## config.mk

```make
export PLATFORM = sky130hd
export DESIGN_NAME = twiddle_feeder_flat
export DESIGN_NICKNAME = d
export VERILOG_FILES = /design/src/rtl/fft_pkg.sv /design/src/rtl/twiddle_feeder_if.sv /design/src/rtl/twiddle_feeder_rom.sv /design/src/rtl/twiddle_feeder.sv /design/src/flat_wrapper.sv
export SDC_FILE = /design/constraint.sdc
export NUM_CORES = 1
export LEC_CHECK = 0
export BUFFER_PORTS_ARGS = -buffer_cell sky130_fd_sc_hd__buf_2
export CAP_MARGIN = 20
export CORE_AREA = 2 2 102 104
export DETAILED_ROUTE_END_ITERATION = 7
export DIE_AREA = 0 0 104 106
export MAX_ROUTING_LAYER = met4
export PLACE_DENSITY_LB_ADDON = 0.15
export SYNTH_ARGS = -nofsm -noshare
export SYNTH_HDL_FRONTEND = slang
export SYNTH_HIERARCHICAL = 1
export SYNTH_SLANG_ARGS = --single-unit
```

## constraint.sdc

```tcl
create_clock -name clk -period 10.3 [get_ports clk]
set_input_delay 1.03 -clock clk [delete_from_list [all_inputs] [get_ports clk]]
set_output_delay 1.03 -clock clk [all_outputs]
set_load 0.05 [all_outputs]
```

## src/rtl/fft_pkg.sv

```systemverilog
// Shared FFT constants and the cosine-table helper used by the twiddle path.
// The twiddle multiplier downstream takes FRAC_BITS from here as well.
package fft_pkg;

   localparam int LOG2N     = 6;
   localparam int N         = 1 << LOG2N;
   localparam int FRAC_BITS = 10;
   localparam int ONE_Q     = 1 << FRAC_BITS;

   localparam real PI = 3.14159265358979323846;

   // Quarter-wave cosine entry round(ONE_Q*cos(2*pi*idx/n)), evaluated at
   // elaboration only; idx stays within 0..n/4, so the value is never negative.
   function automatic int cosQ(input int idx, input int n);
      real angle;
      angle = 2.0 * PI * real'(idx) / real'(n);
      return $rtoi(real'(ONE_Q) * $cos(angle) + 0.5);
   endfunction

endpackage

```

## src/rtl/twiddle_feeder_if.sv

```systemverilog
// Streaming bus of the twiddle feeder: sample input side and the aligned
// C/T output side, each with its own valid/ready pair.
interface twiddle_feeder_if #(
   parameter int DW = 12,
   parameter int SW = 3
);

   logic            in_valid;
   logic            in_ready;
   logic [2*DW-1:0] in_data;
   logic [SW-1:0]   stage;
   logic            out_valid;
   logic            out_ready;
   logic [2*DW-1:0] out_C;
   logic [2*DW-1:0] out_T;
   logic            out_last;

   modport slave (
      input  in_valid, in_data, stage, out_ready,
      output in_ready, out_valid, out_C, out_T, out_last
   );

   modport master (
      output in_valid, in_data, stage, out_ready,
      input  in_ready, out_valid, out_C, out_T, out_last
   );

endinterface

```

## src/rtl/twiddle_feeder_rom.sv

```systemverilog
// Combinational twiddle lookup: folds k in 0..N/2-1 onto a quarter-wave
// cosine table and returns W_N^k = {re, im} in two's complement.
module twiddle_rom
   import fft_pkg::*;
#(
   parameter int LOG2N = fft_pkg::LOG2N,
   parameter int DW    = 12
) (
   input  logic [LOG2N-2:0] k_i,
   output logic [2*DW-1:0]  tw_o
);

   localparam int NPTS = 1 << LOG2N;
   localparam int KW   = LOG2N - 1;
   localparam int QTRN = NPTS / 4;
   localparam logic [KW:0] QTR  = (KW+1)'(NPTS / 4);
   localparam logic [KW:0] HALF = (KW+1)'(NPTS / 2);

   logic signed [DW-1:0] cosTab [0:QTRN];
   logic [KW:0]          kExt;
   logic [KW-1:0]        idxRe;
   logic [KW-1:0]        idxIm;
   logic                 negRe;
   logic signed [DW-1:0] twRe;
   logic signed [DW-1:0] twIm;

   for (genvar g = 0; g <= QTRN; g++) begin : gCos
      assign cosTab[g] = DW'(cosQ(g, NPTS));
   end

   // First quadrant reads cos directly; second quadrant mirrors about N/4 and
   // negates the real part. The imaginary part is -sin, i.e. -cos shifted by N/4.
   always_comb begin
      kExt  = {1'b0, k_i};
      negRe = 1'b0;
      idxRe = k_i;
      idxIm = '0;
      if (kExt <= QTR) begin
         idxRe = k_i;
         idxIm = KW'(QTR - kExt);
      end else begin
         negRe = 1'b1;
         idxRe = KW'(HALF - kExt);
         idxIm = KW'(kExt - QTR);
      end
      twRe = negRe ? -cosTab[idxRe] : cosTab[idxRe];
      twIm = -cosTab[idxIm];
      tw_o = {twRe, twIm};
   end

endmodule

```

## src/rtl/twiddle_feeder.sv

```systemverilog
// Twiddle feeder: counts samples inside a radix-2 DIF stage frame, derives the
// twiddle index, and presents each sample with its twiddle two cycles later.
// Both pipeline stages stall together whenever the output is held.
module twiddle_feeder
   import fft_pkg::*;
#(
   parameter int LOG2N = fft_pkg::LOG2N,
   parameter int DW    = 12,
   parameter int SW    = 3
) (
   input logic             clk,
   input logic             reset,
   twiddle_feeder_if.slave bus
);

   localparam int KW = LOG2N - 1;
   localparam logic [KW-1:0] LASTJ    = '1;
   localparam logic [SW-1:0] MAXSTAGE = SW'(LOG2N - 1);

   logic            advance;
   logic            inFire;
   logic [SW-1:0]   stageClamp;
   logic [SW-1:0]   stageEff;
   logic [KW-1:0]   kMask;
   logic [KW-1:0]   k_d;
   logic [KW-1:0]   sampleIdx_d;
   logic [SW-1:0]   stageLat_d;

   logic [KW-1:0]   sampleIdx_q;
   logic [SW-1:0]   stageLat_q;

   logic            s1Valid_q;
   logic [2*DW-1:0] s1Data_q;
   logic [KW-1:0]   s1K_q;
   logic            s1Last_q;

   logic            s2Valid_q;
   logic [2*DW-1:0] s2C_q;
   logic [2*DW-1:0] s2T_q;
   logic            s2Last_q;

   logic [2*DW-1:0] romTw;

   assign advance      = !s2Valid_q || bus.out_ready;
   assign inFire       = bus.in_valid && advance;
   assign bus.in_ready = advance;

   // Stage selection: the first sample of a frame uses the live (clamped)
   // stage input, every later sample uses the value latched with it.
   always_comb begin
      stageClamp = (bus.stage > MAXSTAGE) ? MAXSTAGE : bus.stage;
      stageEff   = (sampleIdx_q == '0) ? stageClamp : stageLat_q;
      kMask      = {KW{1'b1}} >> stageEff;
      k_d        = (sampleIdx_q & kMask) << stageEff;
   end

   // Next frame position and stage latch, moving only on an accepted sample.
   always_comb begin
      sampleIdx_d = sampleIdx_q;
      stageLat_d  = stageLat_q;
      if (inFire) begin
         sampleIdx_d = (sampleIdx_q == LASTJ) ? '0 : sampleIdx_q + KW'(1);
         if (sampleIdx_q == '0) begin
            stageLat_d = stageClamp;
         end
      end
   end

   // Frame counter and latched stage.
   always_ff @(posedge clk or posedge reset) begin
      if (reset) begin
         sampleIdx_q <= '0;
         stageLat_q  <= '0;
      end else begin
         sampleIdx_q <= sampleIdx_d;
         stageLat_q  <= stageLat_d;
      end
   end

   // First pipeline stage captures the sample, its twiddle index and frame end.
   always_ff @(posedge clk or posedge reset) begin
      if (reset) begin
         s1Valid_q <= 1'b0;
         s1Data_q  <= '0;
         s1K_q     <= '0;
         s1Last_q  <= 1'b0;
      end else if (advance) begin
         s1Valid_q <= inFire;
         if (inFire) begin
            s1Data_q <= bus.in_data;
            s1K_q    <= k_d;
            s1Last_q <= (sampleIdx_q == LASTJ);
         end
      end
   end

   twiddle_rom #(
      .LOG2N (LOG2N),
      .DW    (DW)
   ) uRom (
      .k_i  (s1K_q),
      .tw_o (romTw)
   );

   // Second pipeline stage registers the looked-up twiddle next to its sample.
   always_ff @(posedge clk or posedge reset) begin
      if (reset) begin
         s2Valid_q <= 1'b0;
         s2C_q     <= '0;
         s2T_q     <= '0;
         s2Last_q  <= 1'b0;
      end else if (advance) begin
         s2Valid_q <= s1Valid_q;
         if (s1Valid_q) begin
            s2C_q    <= s1Data_q;
            s2T_q    <= romTw;
            s2Last_q <= s1Last_q;
         end
      end
   end

   assign bus.out_valid = s2Valid_q;
   assign bus.out_C     = s2C_q;
   assign bus.out_T     = s2T_q;
   assign bus.out_last  = s2Last_q;

endmodule

```

## src/flat_wrapper.sv

```systemverilog
// flat-port wrapper written by rule: the top's interface ports become plain ports
module twiddle_feeder_flat import fft_pkg::*;
#(
   parameter int LOG2N = fft_pkg::LOG2N,
   parameter int DW    = 12,
   parameter int SW    = 3
)
  (clk, reset, bus_in_valid, bus_in_data, bus_stage, bus_out_ready, bus_in_ready, bus_out_valid, bus_out_C, bus_out_T, bus_out_last);
  twiddle_feeder_if #(.DW(DW), .SW(SW)) bus_i ();
  input logic clk;
  input logic reset;
  input wire logic [$bits(bus_i.in_valid)-1:0] bus_in_valid;
  input wire logic [$bits(bus_i.in_data)-1:0] bus_in_data;
  input wire logic [$bits(bus_i.stage)-1:0] bus_stage;
  input wire logic [$bits(bus_i.out_ready)-1:0] bus_out_ready;
  output wire logic [$bits(bus_i.in_ready)-1:0] bus_in_ready;
  output wire logic [$bits(bus_i.out_valid)-1:0] bus_out_valid;
  output wire logic [$bits(bus_i.out_C)-1:0] bus_out_C;
  output wire logic [$bits(bus_i.out_T)-1:0] bus_out_T;
  output wire logic [$bits(bus_i.out_last)-1:0] bus_out_last;
  assign bus_i.in_valid = bus_in_valid;
  assign bus_i.in_data = bus_in_data;
  assign bus_i.stage = bus_stage;
  assign bus_i.out_ready = bus_out_ready;
  assign bus_in_ready = bus_i.in_ready;
  assign bus_out_valid = bus_i.out_valid;
  assign bus_out_C = bus_i.out_C;
  assign bus_out_T = bus_i.out_T;
  assign bus_out_last = bus_i.out_last;
  twiddle_feeder #(.LOG2N(LOG2N), .DW(DW), .SW(SW)) u_core (.clk(clk), .reset(reset), .bus(bus_i));
endmodule
```

==> key figures <==
STA
  – Final Skew: 0.0131 ns
  – RSZ-0062 raised after global routing: no
  – Peak Freq: 224 MHz
  – Hold Fails Final Rpt: 0
  – Final Max Tran Viols: 0
  – Period utilization: 43.3%
  – Worst hold margin: 0.499 ns
  – Setup TNS: 0 ns
  – Tmin final: 4.46 ns
  – # setup viols final: 0
  – Worst Tran Pin Value: 0.758 ns
  – Slew HR: 49.4%

Global route
  – Antenna violations before repair: 0
  – Largest net degree at the start of global routing: 90
  – GRT Util Overall: 22.0%
  – GRT overflow: 0
  – Grt met1 use: 28.0%
  – Vias in the first global route: 3,982
  – Grt peak-use layer: met2
  – First-pass GRT wire length: 19,200 um
  – GR Util met2: 36.3%
  – Global routing met3 resource utilization: 3.56%

Worst setup path
  – CP Capture Type: flip-flop
  – Worst-path fanout max: 31
  – Critical Path Source Type: flip-flop
  – Worst EP required: 10.54 ns
  – Crit Path Class: flip-flop to flip-flop
  – Worst Path Arrival: 4.70 ns

Detailed routing
  – Final wirelength: 11,400 um
  – Total number of vias: 4,035
  – DRT iter0 DRCs: 160
  – Vias/cell: 5.75
  – Pre-antenna DRT Iters: 4
  – Routed Antenna Nets: 0
  – Avg WL per Cell: 16.3 um
  – # DRC: 0

Logic synthesis
  – Yosys cell types: 73
  – Flip-flop and latch count after synthesis: 89
  – Fraction of the mapped netlist area in simple logic gates: 13.7%
  – Post-synth EDFFs: 0
  – Synth Area in XOR/XNOR: 2.97%
  – Largest family of logic cells by synthesized area: multiplexers
  – Top post-synthesis cells by count: dfrtp_1, mux2_2, nand2_1
  – Syn avg cell area: 10.8 sq um
  – Async set-reset flop share out of synthesis: 100%
  – Post-synth top area cell: dfrtp_1
  – Synthesized Nets: 536
  – Synth Instances: 493
  – Top cells by area, synth: dfrtp_1, mux2_2, ha_1
  – Share of the synthesized area in the top cell type: 41.9%
  – Top_reg_cell synth: dfrtp_1
  – Sequential-to-total area share from yosys stat: 41.9%
  – Top-count cell post-synth: dfrtp_1
  – Multiplexer area fraction after synthesis: 18.6%
  – Cell area after synthesis: 0.00531 sq mm
  – Compound-Gate Fraction of Synth Area: 15.7%
  – YS warnings: 6
  – Adder-cell share of the synthesized area: 2.83%

Clock tree
  – TritonCTS clock tree: yes
  – Worst skew pair latency: 0.35 ns
  – Clock Tree Buf Depth: 2
  – Setup bufs post-CTS: 0
  – Clock root buffer: clkbuf_8
  – Htree depth: 3
  – Post-CTS Hold Fix Bufs: 0
  – CTS clock-pin slew for the worst setup and hold paths: 0.10 ns
  – Resized cells post-CTS: 0
  – Cts bufs inserted: 9
  – Clk sinks: 89

Floorplan
  – Core ar.: 0.0100 sq mm
  – Die height: 106 um
  – Chip width: 104 um
  – Num rows: 37
  – I/O Pins: 82
  – Effective utilization at floorplan: 53.1%
  – Die area: 0.0110 sq mm

Placed design
  – DP HPWL: 8080 um
  – GPL Wtd Cong: 0.887
  – PortBufs: 81
  – Dpl cells: 685

Final layout
  – Antenna cell count: 0
  – Share of cells above drive strength 1: 37.3%
  – Nets@finish: 604
  – Area Overhead vs Synth: 13.7%
  – Fin cells: 702

Worst hold path
  – Hold WC Path Type: flip-flop to flip-flop

Flow run
  – Maxcap violations: 0

Outcome
  – Status: complete, no violations
## logic make-up (layout without fill, tap and decap cells)
kind of cell | count (synthesis) | in the layout
buffers and inverters | 46 | 119
multiplexers | 89 | 89
XOR/XNOR | 18 | 18
adder cells (fa/ha/maj) | 12 | 12
AO/OA/AOI/OAI | 111 | 111
AND/OR/NAND/NOR | 128 | 128
flip-flops | 89 | 89
## worst max-delay path, stage by stage (launching register included)
cell and delay (ns):
dfrtp_1 0.33, buf_4 0.30, clkinv_1 0.34, ha_1 0.55, nor3b_2 0.28, o21ai_1 0.32, nand2_1 0.22, ha_1 0.36
o2111a_1 0.13, a31oi_1 0.17, o22ai_2 0.16, inv_1 0.10, ha_1 0.16, inv_1 0.06, a31o_2 0.24, nor3_2 0.23
mux2i_1 0.11, mux2_2 0.27
## path summary, 6_finish.rpt
path                             startpoint                    to  slack (ns)  cells past startpoint
min in group asynchronous             reset  u_core/bus.out_C[10]        0.81                      3
min                        u_core/s1Valid_q  u_core/bus.out_valid        0.50                      2
min reg2reg                u_core/s1Valid_q  u_core/bus.out_valid        0.50                      2
max in group asynchronous             reset  u_core/bus.out_T[20]        8.85                      4
max reg2reg                 u_core/s1K_q[0]  u_core/bus.out_T[10]        5.84                     17
max                         u_core/s1K_q[0]  u_core/bus.out_T[10]        5.84                     17
## per-stage QoR
step	instance area, sq um	utilization (%)	setup slack, ns
2_1_floorplan	5310	-	6.62
3_3_place_gp	5770	57.7	6.13
3_5_place_dp	5770	57.7	5.93
4_1_cts	6020	60.2	5.90
5_1_grt	6040	60.4	5.52
6_report	6040	60.4	5.84
## sequential cells by signal (all words and copies together), names as in the netlist
name                  cells
u_core/s1K_q              5
u_core/bus.out_last       1
u_core/bus.out_valid      1
u_core/s1Data_q          24
u_core/s1Valid_q          1
u_core/bus.out_C         24
u_core/s1Last_q           1
u_core/bus.out_T         24
u_core/sampleIdx_q        5
u_core/stageLat_q         3
## cell type report
type / count / area (sq um)
Tap cell: 136 / 170
Fill cell: 884 / 3960
Clock buffer: 9 / 124
Timing Repair Buffer: 88 / 470
Sequential cell: 89 / 2230
Multi-Input combinational cell: 358 / 2860
Inverter: 15 / 57.6
Clock inverter: 7 / 129
## metal layers
layer	share of wire (%)	routed length [um]	vias to the layer above
met5	0	0	-
met4	1.7	195	0
met3	3.8	433	17
met2	50	5670	94
met1	45	5150	1985
li1	-	-	1939
## layout by cell type (no fill, tap or decap), types with 11 or more instances in the layout
cell type  Yosys  final
dfrtp_1       89     89
buf_2         11     81
a21oi_1       22     22
nand2_1       36     35
xnor2_1       11     11
o21ai_0       17     17
inv_1         14     13
ha_1          12     12
mux2_2        80     80
nand3_1       16     16
nor2_1        23     23
Power is left out: the tool's default activity adds up to more than one toggle a clock period on the data nets, which glitch-free logic cannot reach.
